**src/rtl/gate_sequencer_if.sv**
```systemverilog
// Sensor/flag inputs and counter-control outputs of the gate sequencer.
`timescale 1ns/1ps
interface gate_sequencer_if;
  logic       SA;
  logic       SB;
  logic       EF;
  logic       FF;
  logic       UP;
  logic       DOWN;
  logic       REJ;
  logic       ERR;
  logic [2:0] ST;

  modport master (output SA, SB, EF, FF, input UP, DOWN, REJ, ERR, ST);
  modport slave  (input SA, SB, EF, FF, output UP, DOWN, REJ, ERR, ST);
endinterface

```
**src/rtl/gate_sequencer.sv**
```systemverilog
// Two-beam doorway direction detector: synchronizes and debounces the photo-sensors,
// tracks entry/exit transits and pulses the occupancy counter.
`timescale 1ns/1ps
module gate_sequencer #(
  parameter int unsigned DB_CYCLES = 4,
  parameter int unsigned TIMEOUT   = 255
) (
  input  logic             CLK,
  input  logic             MR,
  gate_sequencer_if.slave  bus
);

  localparam int unsigned DB_W    = 8;
  localparam int unsigned DWELL_W = 16;
  localparam logic [DB_W-1:0]    DB_LAST   = DB_W'(DB_CYCLES - 1);
  localparam logic [DWELL_W-1:0] DWELL_MAX = DWELL_W'(TIMEOUT);

  typedef enum logic [2:0] {
    S_IDLE   = 3'd0,
    S_A1     = 3'd1,
    S_AB_IN  = 3'd2,
    S_B_IN   = 3'd3,
    S_B1     = 3'd4,
    S_AB_OUT = 3'd5,
    S_A_OUT  = 3'd6,
    S_ERR    = 3'd7
  } state_t;

  logic [1:0]         sa_sync, sb_sync;
  logic [DB_W-1:0]    db_a_q, db_b_q;
  logic               fa, fb;
  state_t             state_q, state_nxt;
  logic [DWELL_W-1:0] dwell_q;
  logic               up_q, down_q, rej_q, err_q;
  logic               up_nxt, down_nxt, rej_nxt;
  logic               transit, timed_out;
  logic [1:0]         ab;

  // Two-flop synchronizers for the asynchronous sensors
  always_ff @(posedge CLK or negedge MR) begin
    if (!MR) begin
      sa_sync <= 2'b00;
      sb_sync <= 2'b00;
    end else begin
      sa_sync <= {sa_sync[0], bus.SA};
      sb_sync <= {sb_sync[0], bus.SB};
    end
  end

  // Filtered level follows the synchronized level only after DB_CYCLES straight disagreements
  always_ff @(posedge CLK or negedge MR) begin
    if (!MR) begin
      db_a_q <= '0;
      db_b_q <= '0;
      fa     <= 1'b0;
      fb     <= 1'b0;
    end else begin
      if (sa_sync[1] == fa) begin
        db_a_q <= '0;
      end else if (db_a_q == DB_LAST) begin
        db_a_q <= '0;
        fa     <= sa_sync[1];
      end else begin
        db_a_q <= db_a_q + DB_W'(1);
      end

      if (sb_sync[1] == fb) begin
        db_b_q <= '0;
      end else if (db_b_q == DB_LAST) begin
        db_b_q <= '0;
        fb     <= sb_sync[1];
      end else begin
        db_b_q <= db_b_q + DB_W'(1);
      end
    end
  end

  assign ab        = {fa, fb};
  assign transit   = (state_q != S_IDLE) && (state_q != S_ERR);
  assign timed_out = transit && (dwell_q == DWELL_MAX);

  always_ff @(posedge CLK or negedge MR) begin
    if (!MR) begin
      state_q <= S_IDLE;
    end else begin
      state_q <= state_nxt;
    end
  end

  // Next state and completion pulses; a stalled transit overrides sensor decoding
  always_comb begin
    state_nxt = state_q;
    up_nxt    = 1'b0;
    down_nxt  = 1'b0;
    rej_nxt   = 1'b0;
    if (timed_out) begin
      state_nxt = S_ERR;
    end else begin
      case (state_q)
        S_IDLE: begin
          case (ab)
            2'b10:   state_nxt = S_A1;
            2'b01:   state_nxt = S_B1;
            2'b11:   state_nxt = S_ERR;
            default: state_nxt = S_IDLE;
          endcase
        end
        S_A1: begin
          case (ab)
            2'b11:   state_nxt = S_AB_IN;
            2'b00:   state_nxt = S_IDLE;
            2'b01:   state_nxt = S_ERR;
            default: state_nxt = S_A1;
          endcase
        end
        S_AB_IN: begin
          case (ab)
            2'b01:   state_nxt = S_B_IN;
            2'b10:   state_nxt = S_A1;
            2'b00:   state_nxt = S_ERR;
            default: state_nxt = S_AB_IN;
          endcase
        end
        S_B_IN: begin
          case (ab)
            2'b00: begin
              state_nxt = S_IDLE;
              up_nxt    = !bus.FF;
              rej_nxt   = bus.FF;
            end
            2'b11:   state_nxt = S_AB_IN;
            2'b10:   state_nxt = S_ERR;
            default: state_nxt = S_B_IN;
          endcase
        end
        S_B1: begin
          case (ab)
            2'b11:   state_nxt = S_AB_OUT;
            2'b00:   state_nxt = S_IDLE;
            2'b10:   state_nxt = S_ERR;
            default: state_nxt = S_B1;
          endcase
        end
        S_AB_OUT: begin
          case (ab)
            2'b10:   state_nxt = S_A_OUT;
            2'b01:   state_nxt = S_B1;
            2'b00:   state_nxt = S_ERR;
            default: state_nxt = S_AB_OUT;
          endcase
        end
        S_A_OUT: begin
          case (ab)
            2'b00: begin
              state_nxt = S_IDLE;
              down_nxt  = !bus.EF;
              rej_nxt   = bus.EF;
            end
            2'b11:   state_nxt = S_AB_OUT;
            2'b01:   state_nxt = S_ERR;
            default: state_nxt = S_A_OUT;
          endcase
        end
        default: begin
          if (ab == 2'b00) state_nxt = S_IDLE;
        end
      endcase
    end
  end

  // Dwell timer only runs while a transit holds its state
  always_ff @(posedge CLK or negedge MR) begin
    if (!MR) begin
      dwell_q <= '0;
    end else if (!transit || (state_nxt != state_q)) begin
      dwell_q <= '0;
    end else begin
      dwell_q <= dwell_q + DWELL_W'(1);
    end
  end

  always_ff @(posedge CLK or negedge MR) begin
    if (!MR) begin
      up_q   <= 1'b0;
      down_q <= 1'b0;
      rej_q  <= 1'b0;
      err_q  <= 1'b0;
    end else begin
      up_q   <= up_nxt;
      down_q <= down_nxt;
      rej_q  <= rej_nxt;
      err_q  <= (state_nxt == S_ERR);
    end
  end

  assign bus.UP   = up_q;
  assign bus.DOWN = down_q;
  assign bus.REJ  = rej_q;
  assign bus.ERR  = err_q;
  assign bus.ST   = state_q;

endmodule

```
**src/flat_wrapper.sv**
```systemverilog
// flat-port wrapper written by rule: the top's interface ports become plain ports
module gate_sequencer_flat 
#(
  parameter int unsigned DB_CYCLES = 4,
  parameter int unsigned TIMEOUT   = 255
)
  (CLK, MR, bus_SA, bus_SB, bus_EF, bus_FF, bus_UP, bus_DOWN, bus_REJ, bus_ERR, bus_ST);
  gate_sequencer_if bus_i ();
  input  logic CLK;
  input  logic MR;
  input wire logic [$bits(bus_i.SA)-1:0] bus_SA;
  input wire logic [$bits(bus_i.SB)-1:0] bus_SB;
  input wire logic [$bits(bus_i.EF)-1:0] bus_EF;
  input wire logic [$bits(bus_i.FF)-1:0] bus_FF;
  output wire logic [$bits(bus_i.UP)-1:0] bus_UP;
  output wire logic [$bits(bus_i.DOWN)-1:0] bus_DOWN;
  output wire logic [$bits(bus_i.REJ)-1:0] bus_REJ;
  output wire logic [$bits(bus_i.ERR)-1:0] bus_ERR;
  output wire logic [$bits(bus_i.ST)-1:0] bus_ST;
  assign bus_i.SA = bus_SA;
  assign bus_i.SB = bus_SB;
  assign bus_i.EF = bus_EF;
  assign bus_i.FF = bus_FF;
  assign bus_UP = bus_i.UP;
  assign bus_DOWN = bus_i.DOWN;
  assign bus_REJ = bus_i.REJ;
  assign bus_ERR = bus_i.ERR;
  assign bus_ST = bus_i.ST;
  gate_sequencer #(.DB_CYCLES(DB_CYCLES), .TIMEOUT(TIMEOUT)) u_core (.CLK(CLK), .MR(MR), .bus(bus_i));
endmodule
```
**config.mk**
```make
export PLATFORM = sky130hd
export DESIGN_NAME = gate_sequencer_flat
export DESIGN_NICKNAME = d
export VERILOG_FILES = /design/src/rtl/gate_sequencer_if.sv /design/src/rtl/gate_sequencer.sv /design/src/flat_wrapper.sv
export SDC_FILE = /design/constraint.sdc
export NUM_CORES = 1
export LEC_CHECK = 0
export BUFFER_PORTS_ARGS = -buffer_cell sky130_fd_sc_hd__buf_2
export CELL_PAD_IN_SITES_DETAIL_PLACEMENT = 0
export CELL_PAD_IN_SITES_GLOBAL_PLACEMENT = 2
export CORE_AREA = 2 2 85 87
export CTS_CLUSTER_DIAMETER = 80
export DETAILED_ROUTE_END_ITERATION = 10
export DIE_AREA = 0 0 87 89
export PLACE_DENSITY = 0.83
export SLEW_MARGIN = 10
export SYNTH_ARGS = -nofsm -noshare
export SYNTH_HDL_FRONTEND = slang
export SYNTH_SLANG_ARGS = --single-unit
```
**constraint.sdc**
```tcl
create_clock -name CLK -period 2.9 [get_ports CLK]
set_input_delay 0.29 -clock CLK [delete_from_list [all_inputs] [get_ports CLK]]
set_output_delay 0.29 -clock CLK [all_outputs]
set_load 0.005 [all_outputs]
```
Word-level counts from Yosys, hierarchy flattened
Index checks and enable logic that the tools add are counted.
- register bits after elaboration: 45
- input port bits: 6
- logic and storage cells: 70
- add/subtract/negate cells: 3
- equality and inequality tests: 17
- muxes and demuxes: 25
- bitwise logic cells: 2
- reductions and logical operators: 11
- operators with widths (operator ; count):
    one-hot mux 3 bit (3 select lines) ; 6
    two-way mux 8 bit ; 4
    one-hot mux 3 bit (7 select lines) ; 1
    adder 16 x 1 -> 16 bit, second input constant ; 1
    adder 8 x 1 -> 8 bit, second input constant ; 2
    == test 16 x 8 -> 1 bit, second input constant ; 1
    == test 8 x 2 -> 1 bit, second input constant ; 2
    two-way mux 16 bit ; 1
    == test 3 bit, second input constant ; 4
    two-way mux 1 bit ; 9
    == test 3 x 2 -> 1 bit, second input constant ; 2
    two-way mux 3 bit ; 2
    one-hot mux 2 bit (3 select lines) ; 1
    == test 2 bit, second input constant ; 2
    AND reduction 2 bit ; 2
    == test 3 x 1 -> 1 bit, second input constant ; 1
    logical NOT 1 bit ; 3
    logical NOT 3 bit ; 1
    != test 3 bit ; 1
    != test 3 bit, second input constant ; 1
    nonzero test 3 bit ; 1
    == test 1 bit ; 2
    == test 2 x 1 -> 1 bit, second input constant ; 1
    logical AND 1 bit ; 2
    4 further kinds ; 5

Logic depth before layout (Yosys ltp)
Gate-level depths: netlist of run 1.
- depth in word-level cells: 7
- mapped depth: 9
- mapped depth without buffers: 8

Worst setup path before layout of run 1
No wires, ideal clock.
- path kind: register to register
- start point: register u_core.fb
- end point: register u_core.dwell_q[10]
- arrival: 2.103 ns
- data required time: 2.785 ns
- path slack: 0.682 ns
- stages on the path, launching flop included: 10
- path buffers: 1
- cell sequence: dfrtp_1 > inv_1 > ha_1 > or3b_2 > o311ai_0 > a22oi_2 > or2_1 > nand4_4 > buf_12 > nor2_2
- cells in the longest elaborated chain, start to end: 7
- ends and longest elaborated chain (what ; line ; text):
    from (decl) ; gate_sequencer.sv:31 ; logic fa, fb;
    from (signal assigned) ; gate_sequencer.sv:71 ; fb <= sb_sync[1];
    == test 2 x 1 -> 1 bit (tied with other cells) ; -- ;
    one-hot mux 3 bit (3 select lines) (tied with other cells) ; gate_sequencer.sv:153 ; case (ab)
    one-hot mux 3 bit (7 select lines) * ; gate_sequencer.sv:99 ; case (state_q)
    two-way mux 3 bit * ; gate_sequencer.sv:96 ; if (timed_out) begin
    != test 3 bit * ; gate_sequencer.sv:175 ; end else if (!transit || (state_nxt != state_q)) begin
    logical OR 1 bit * ; gate_sequencer.sv:175 ;
    two-way mux 16 bit * ; gate_sequencer.sv:175 ;
    to (signal assigned) ; gate_sequencer.sv:178 ; dwell_q <= dwell_q + DWELL_W'(1);
    to (decl) ; gate_sequencer.sv:33 ; logic [DWELL_W-1:0] dwell_q;
Every way passes the cells marked *; elsewhere a longest branch is shown, timed or not.
A chain may end at the register's enable or synchronous reset.

Final worst setup path of run 1
- start point: register u_core.fb
- end point: register u_core.dwell_q[9]
The elaborated chain is that of the path after synthesis.

==> results of run 1 <==
flip-flops by register name, summed over array words and instances (netlist names), 2 cells and up:
signal,cells
u_core.bus.ST,3
u_core.db_a_q,8
u_core.db_b_q,8
u_core.dwell_q,16
u_core.sa_sync,2
u_core.sb_sync,2
cell type report:
| type | instances | area (um2) | area share |
|---|---|---|---|
| multi-input cells | 200 | 1360 | 0.486 |
| flip-flops and latches | 45 | 1130 | 0.403 |
| well taps | 80 | 100 | 0.0358 |
| repair buffers | 17 | 97.6 | 0.0349 |
| clock buffers | 7 | 86.3 | 0.0309 |
| inverters | 7 | 26.3 | 0.00940 |
logic make-up after synthesis:
family                     count (synthesis)  synth area share
DFF                                       45             0.439
muxes                                      2           0.00878
and+or+nand+nor                          128             0.276
xor gates and xnor gates                  28            0.0956
adders and majority gates                 11            0.0536
AOI/OAI and AO/OA                         31            0.0946
buffers and inverters                     15            0.0322
Yosys cell counts, types with 3 or more instances:
cell       n
xnor2_1    9
xor2_1    19
nand3_1   16
nand2_1   26
clkbuf_1   3
o21ai_0    7
dfrtp_1   45
nor2_1    27
nor2_2     9
nand3b_1   4
nor3_1     3
ha_1      11
nand4_1    3
and3_1     8
and2_1     3
nor3b_1    7
nor4_1     3
nand2b_1   3
inv_1      6
a21oi_1    6
cell usage in the layout, fill, tap and decap left out, types with 3 or more instances in the layout:
cell type  count
a21oi_1        6
and2_1         3
and3_1         8
buf_2         12
buf_4          5
clkbuf_8       6
dfrtp_1       45
ha_1          11
inv_1          6
nand2_1       26
nand2b_1       3
nand3_1       16
nand3b_1       4
nand4_1        3
nor2_1        27
nor2_2         9
nor3_1         3
nor3b_1        7
nor4_1         3
o21ai_0        7
xnor2_1        9
xor2_1        19
final timing paths:
kind,end,from
setup / recovery,u_core.dwell_q[9],u_core.fb
hold / removal,u_core.sb_sync[0],bus_SB
setup reg to reg,u_core.dwell_q[9],u_core.fb
hold reg to reg,u_core.sb_sync[1],u_core.sb_sync[0]
max in group asynchronous,u_core.db_a_q[1],MR
min in group asynchronous,u_core.bus.ST[2],MR
where the power goes:
group          switching (mW)  internal (mW)  leakage, nW
logic                   0.760          0.470        0.590
registers               0.121          0.714        0.604
clock network           0.204          0.189       0.0443
total                    1.08           1.37         1.24
critical path: stages, from the launching register on:
cell and delay, ns:
dfrtp_1 0.47, inv_1 0.13, ha_1 0.35, or3b_2 0.44, o311ai_0 0.13, a22oi_2 0.13, o211ai_2 0.12, nand4_4 0.33
nor3b_1 0.30
stage by stage:
step	setup slack, ns	cells	instance area, um2
final	0.420	356	2790
after CTS	0.385	356	2790
after floorplan	0.682	260	2570
after global placement	0.461	349	2710
after global routing	0.198	356	2790
after detailed placement	0.410	349	2710
routing by layer:
layer  wire, um  part of all wire  track usage  up-vias
met5          0                 0            0        -
met4         95             0.019       0.0554        0
met3        154             0.031       0.0332       10
met2       2240              0.45        0.223       27
met1       2440              0.49        0.185      892
li1           -                 -            -      929
==> run_results.csv, run 1 <==
group,metric,value,unit
power_and_ir_drop,ir_drop,0.268,mV
timing,drv_slew,0,
timing,maxSlewHeadroom,0.341,
floorplan,core,0.00672,mm2
timing,worstMarginPinSlew,0.988,ns
floorplan,chipHeight,89,um
clock_network,htreeDepth,2,
timing,fin_crit,2.48,ns
grt,antenna_found_initial,0,
synthesis,ys_types,55,
power_and_ir_drop,pwr_density_cell,880,mW/mm2
route,via_per_inst,5.22,
timing,whs,0.103,ns
clock_network,cts_tree,"built",
placement,dp_hpwl,3440,um
synthesis,avgSynthCellArea,9.87,um2
setup_path,crit_required,3.10,ns
synthesis,yosysWarningCount,0,
clock_network,clkLatencyLatePin,0.29,ns
placement,port_buffers,12,
route,drc,0,
setup_path,ff2ff_path_depth,8,
worst_hold_path,hold_depth,1,
route,first_pass_iters,4,
synthesis,syn_area,0.00257,mm2
synthesis,synthFlopType,"dfrtp_1",
placement,place_congestion,0.781,
clock_network,cts-root-buf,"clkbuf_8",
timing,grt_setup_unrepaired,"false",
synthesis,synth_top_area_frac,0.439,
status,outcome,"complete, no violations",
route,drt-wirelength-per-cell,13.9,um
clock_network,path_clk_slew,0.08,ns
clock_network,cts_sinks,45,
flow_run,max_cap_violations,0,
route,ant_nets,0,
timing,hold_viol,0,
finish,antenna_cells,0,
synthesis,synth.yosys.seq_area_share,0.439,
power_and_ir_drop,total_leakage_power,1.24,nW
timing,clock_skew,0.00634,ns
setup_path,r2r_slack,0.42,ns
power_and_ir_drop,power.total,2.46,mW
worst_hold_path,worstHoldPathType,"input pin to flop",
synthesis,synthTopCellsByArea,"dfrtp_1, xor2_1, ha_1, nor2_1, nand2_1",
setup_path,cp-start-kind,"flop",
synthesis,synth_fp_nets,277,
synthesis,synthArstFlopShare,1.00,
timing,setup_viol_count_final,0,
grt,grt_pass1_vias,1814,
clock_network,cts_buffer_depth,2,
synthesis,synth.ff_latch_count,45,
clock_network,post-cts-setup-buffers,0,
finish,drive_gt1_frac,0.178,
synthesis,syn_inst,260,
floorplan,rows,30,
finish,fin_nets,293,
floorplan,die_x,87,um
synthesis,synth_largest_area_cell,"dfrtp_1",
setup_path,worst_ep_arrival_time,2.68,ns
grt,grt_start_max_net_pins,46,
grt,grt_pass1_wl,8560,um
synthesis,synth_edf_count,0,
route,drt_iter0_drc,76,
floorplan,die-area,0.00774,mm2
timing,finalSetupTns,0,ns
finish,syn_to_final_growth,8.87,%
floorplan,ios,13,
finish,filler_cell_count,667,
setup_path,path_max_fanout,16,
route,wl,4940,um
timing,period_share,0.855,
clock_network,cts_hold_buf,0,
setup_path,crit_type,"flop to flop",
clock_network,cts_buffers,5,
finish,postLayoutCoreUtil,0.416,
grt,grt-ovfl-total,0,
timing,fmax,403,MHz
setup_path,setup.worst_path.end_class,"flop",
grt,grtUsageTotal,0.140,
route,vias,1858,
floorplan,initial_core_util,0.382,
clock_network,post_cts_resized,0,
No activity file was read; power rests on OpenSTA's default activity.
==> run 2, diff against run 1 <==
Settings changed: BUFFER_PORTS_ARGS -buffer_cell sky130_fd_sc_hd__buf_2 to default, CORE_AREA 2 2 85 87 to 2 2 83 85, DIE_AREA 0 0 87 89 to 0 0 85 87, DONT_BUFFER_PORTS from default to 1, SKIP_CTS_REPAIR_TIMING from default to 1.
==> run_results.csv, run 2 (synthesis results as in run 1) <==
group,metric,value,unit
grt,grt_start_max_net_pins,46,
timing,fin_crit,2.57,ns
setup_path,crit_type,"flop to flop",
clock_network,cts_tree,"built",
power_and_ir_drop,p_clk_frac,0.195,
power_and_ir_drop,power.total,2.54,mW
route,vias,1799,
clock_network,path_clk_slew,0.08,ns
timing,grt_setup_unrepaired,"false",
finish,postLayoutCoreUtil,0.431,
finish,antenna_cells,0,
grt,grt_pass1_wl,8490,um
timing,fmax,389,MHz
timing,drv_slew,0,
route,drc,0,
timing,finalSetupTns,0,ns
clock_network,clkLatencyLatePin,0.30,ns
floorplan,die_x,85,um
timing,hold_viol,0,
grt,antenna_found_initial,0,
setup_path,r2r_slack,0.33,ns
finish,syn_to_final_growth,10.4,%
power_and_ir_drop,p_int,1.46,mW
timing,clock_skew,0.0135,ns
finish,fin_nets,286,
floorplan,initial_core_util,0.391,
setup_path,worst_ep_arrival_time,2.77,ns
placement,port_buffers,0,
finish,multi_input_area,0.00136,mm2
setup_path,crit_required,3.10,ns
timing,period_share,0.886,
setup_path,setup.worst_path.end_class,"flop",
timing,worstMarginPinSlew,0.645,ns
clock_network,cts_buffer_depth,2,
worst_hold_path,whs_endpoint,"u_core.bus.UP",
setup_path,ff2ff_path_depth,7,
finish,seqCellArea,0.00113,mm2
power_and_ir_drop,seqPwrFrac,0.326,
worst_hold_path,hold_depth,1,
floorplan,chipHeight,87,um
power_and_ir_drop,p_switching,1.08,mW
finish,top_regs,"u_core.dwell_q x16, u_core.db_a_q x8, u_core.db_b_q x8",
power_and_ir_drop,total_leakage_power,1.23,nW
finish,final_common_cell,"dfrtp_1",
worst_hold_path,worstHoldPathType,"input pin to flop",
power_and_ir_drop,ir_drop,0.556,mV
clock_network,cts_sinks,45,
placement,dp_hpwl,3540,um
power_and_ir_drop,swShare,0.424,
placement,place_congestion,0.799,
flow_run,max_cap_violations,0,
setup_path,path_max_fanout,16,
finish,layout_common_cells,"dfrtp_1, nor2_1, nand2_1",
route,drt-wirelength-per-cell,14.1,um
grt,grt_pass1_vias,1758,
setup_path,timing.rr.start,"u_core.dwell_q[0]",
route,ant_nets,0,
route,first_pass_iters,4,
placement,dp_cells,338,
floorplan,die-area,0.00740,mm2
floorplan,core,0.00657,mm2
timing,setup_viol_count_final,0,
finish,drive_gt1_frac,0.152,
clock_network,cts-root-buf,"clkbuf_8",
route,via_per_inst,5.14,
setup_path,worstSetupStartpoint,"u_core.dwell_q[0]",
setup_path,cp-start-kind,"flop",
clock_network,htreeDepth,2,
finish,stdcell_count,350,
floorplan,ios,13,
grt,grt-ovfl-total,0,
timing,maxSlewHeadroom,0.565,
finish,largest_reg_flops,16,
floorplan,rows,30,
route,wl,4930,um
power_and_ir_drop,combPwrFrac,0.479,
clock_network,cts_buffers,5,
grt,grtUsageTotal,0.144,
power_and_ir_drop,pwr_density_cell,895,mW/mm2
worst_hold_path,hp-start,"bus_FF",
finish,largest-register,"u_core.dwell_q",
route,drt_iter0_drc,99,
status,outcome,"complete, no violations",
finish,filler_cell_count,647,
setup_path,r2r-end,"u_core.dwell_q[12]",
timing,whs,0.0542,ns
==> run 2: cell count changes in the layout (fill, tap and decap cells not counted), sizes merged <==
cell,delta
bufinv,+1
dlygate4sd3,+3
clkinvlp,+1
buf,-10
clkbuf,-1
==> run 2: worst max-delay path, stage by stage, from the launching register on <==
cell	delay, ns
dfrtp_1	0.41
ha_1	0.26
nand4_1	0.14
nor2_1	0.09
and3_1	0.22
o41ai_1	0.65
nand4_4	0.41
nor3b_1	0.30
==> run 2: worst max path at each step <==
stage	to	slack [ns]	cells past startpoint
6_report	u_core.dwell_q[12]	0.33	7
5_1_grt	u_core.dwell_q[0]	0.1	8
4_1_cts	u_core.dwell_q[12]	0.30	7
3_5_place_dp	u_core.dwell_q[12]	0.33	7
3_3_place_gp	u_core.dwell_q[9]	0.37	7
2_1_floorplan	u_core.dwell_q[10]	0.68	9
==> run 2: power groups by stage <==
stage	Clock, mW	Combinational [mW]	Sequential, mW
2_1_floorplan	0	1.03	0.805
3_3_place_gp	0	1.22	0.841
3_5_place_dp	0	1.20	0.840
4_1_cts	0.507	1.20	0.828
5_1_grt	0.533	1.37	0.847
6_report	0.495	1.21	0.827
==> run 2: area by class of cell <==
type                       instances  area share
clock buffer                       6      0.0292
clock inverter                     2      0.0133
inverter                           7     0.00928
multi-input combinational        200       0.479
sequential                        45       0.398
tap                               80      0.0353
timing repair buffer              10      0.0362
==> run 2: metal layers <==
metal  track usage  routed length [um]  up-vias
li1              -                   -      916
met1         0.190                2340      843
met2         0.229                2310       28
met3        0.0370                 147       12
met4        0.0577                 125        0
met5             0                   0        -
==> run 2: metrics by stage <==
step	cell area (um2)	setup WS (ns)
2_1_floorplan	2570	0.682
3_3_place_gp	2660	0.374
3_5_place_dp	2660	0.331
4_1_cts	2780	0.302
5_1_grt	2830	0.0979
6_report	2830	0.330
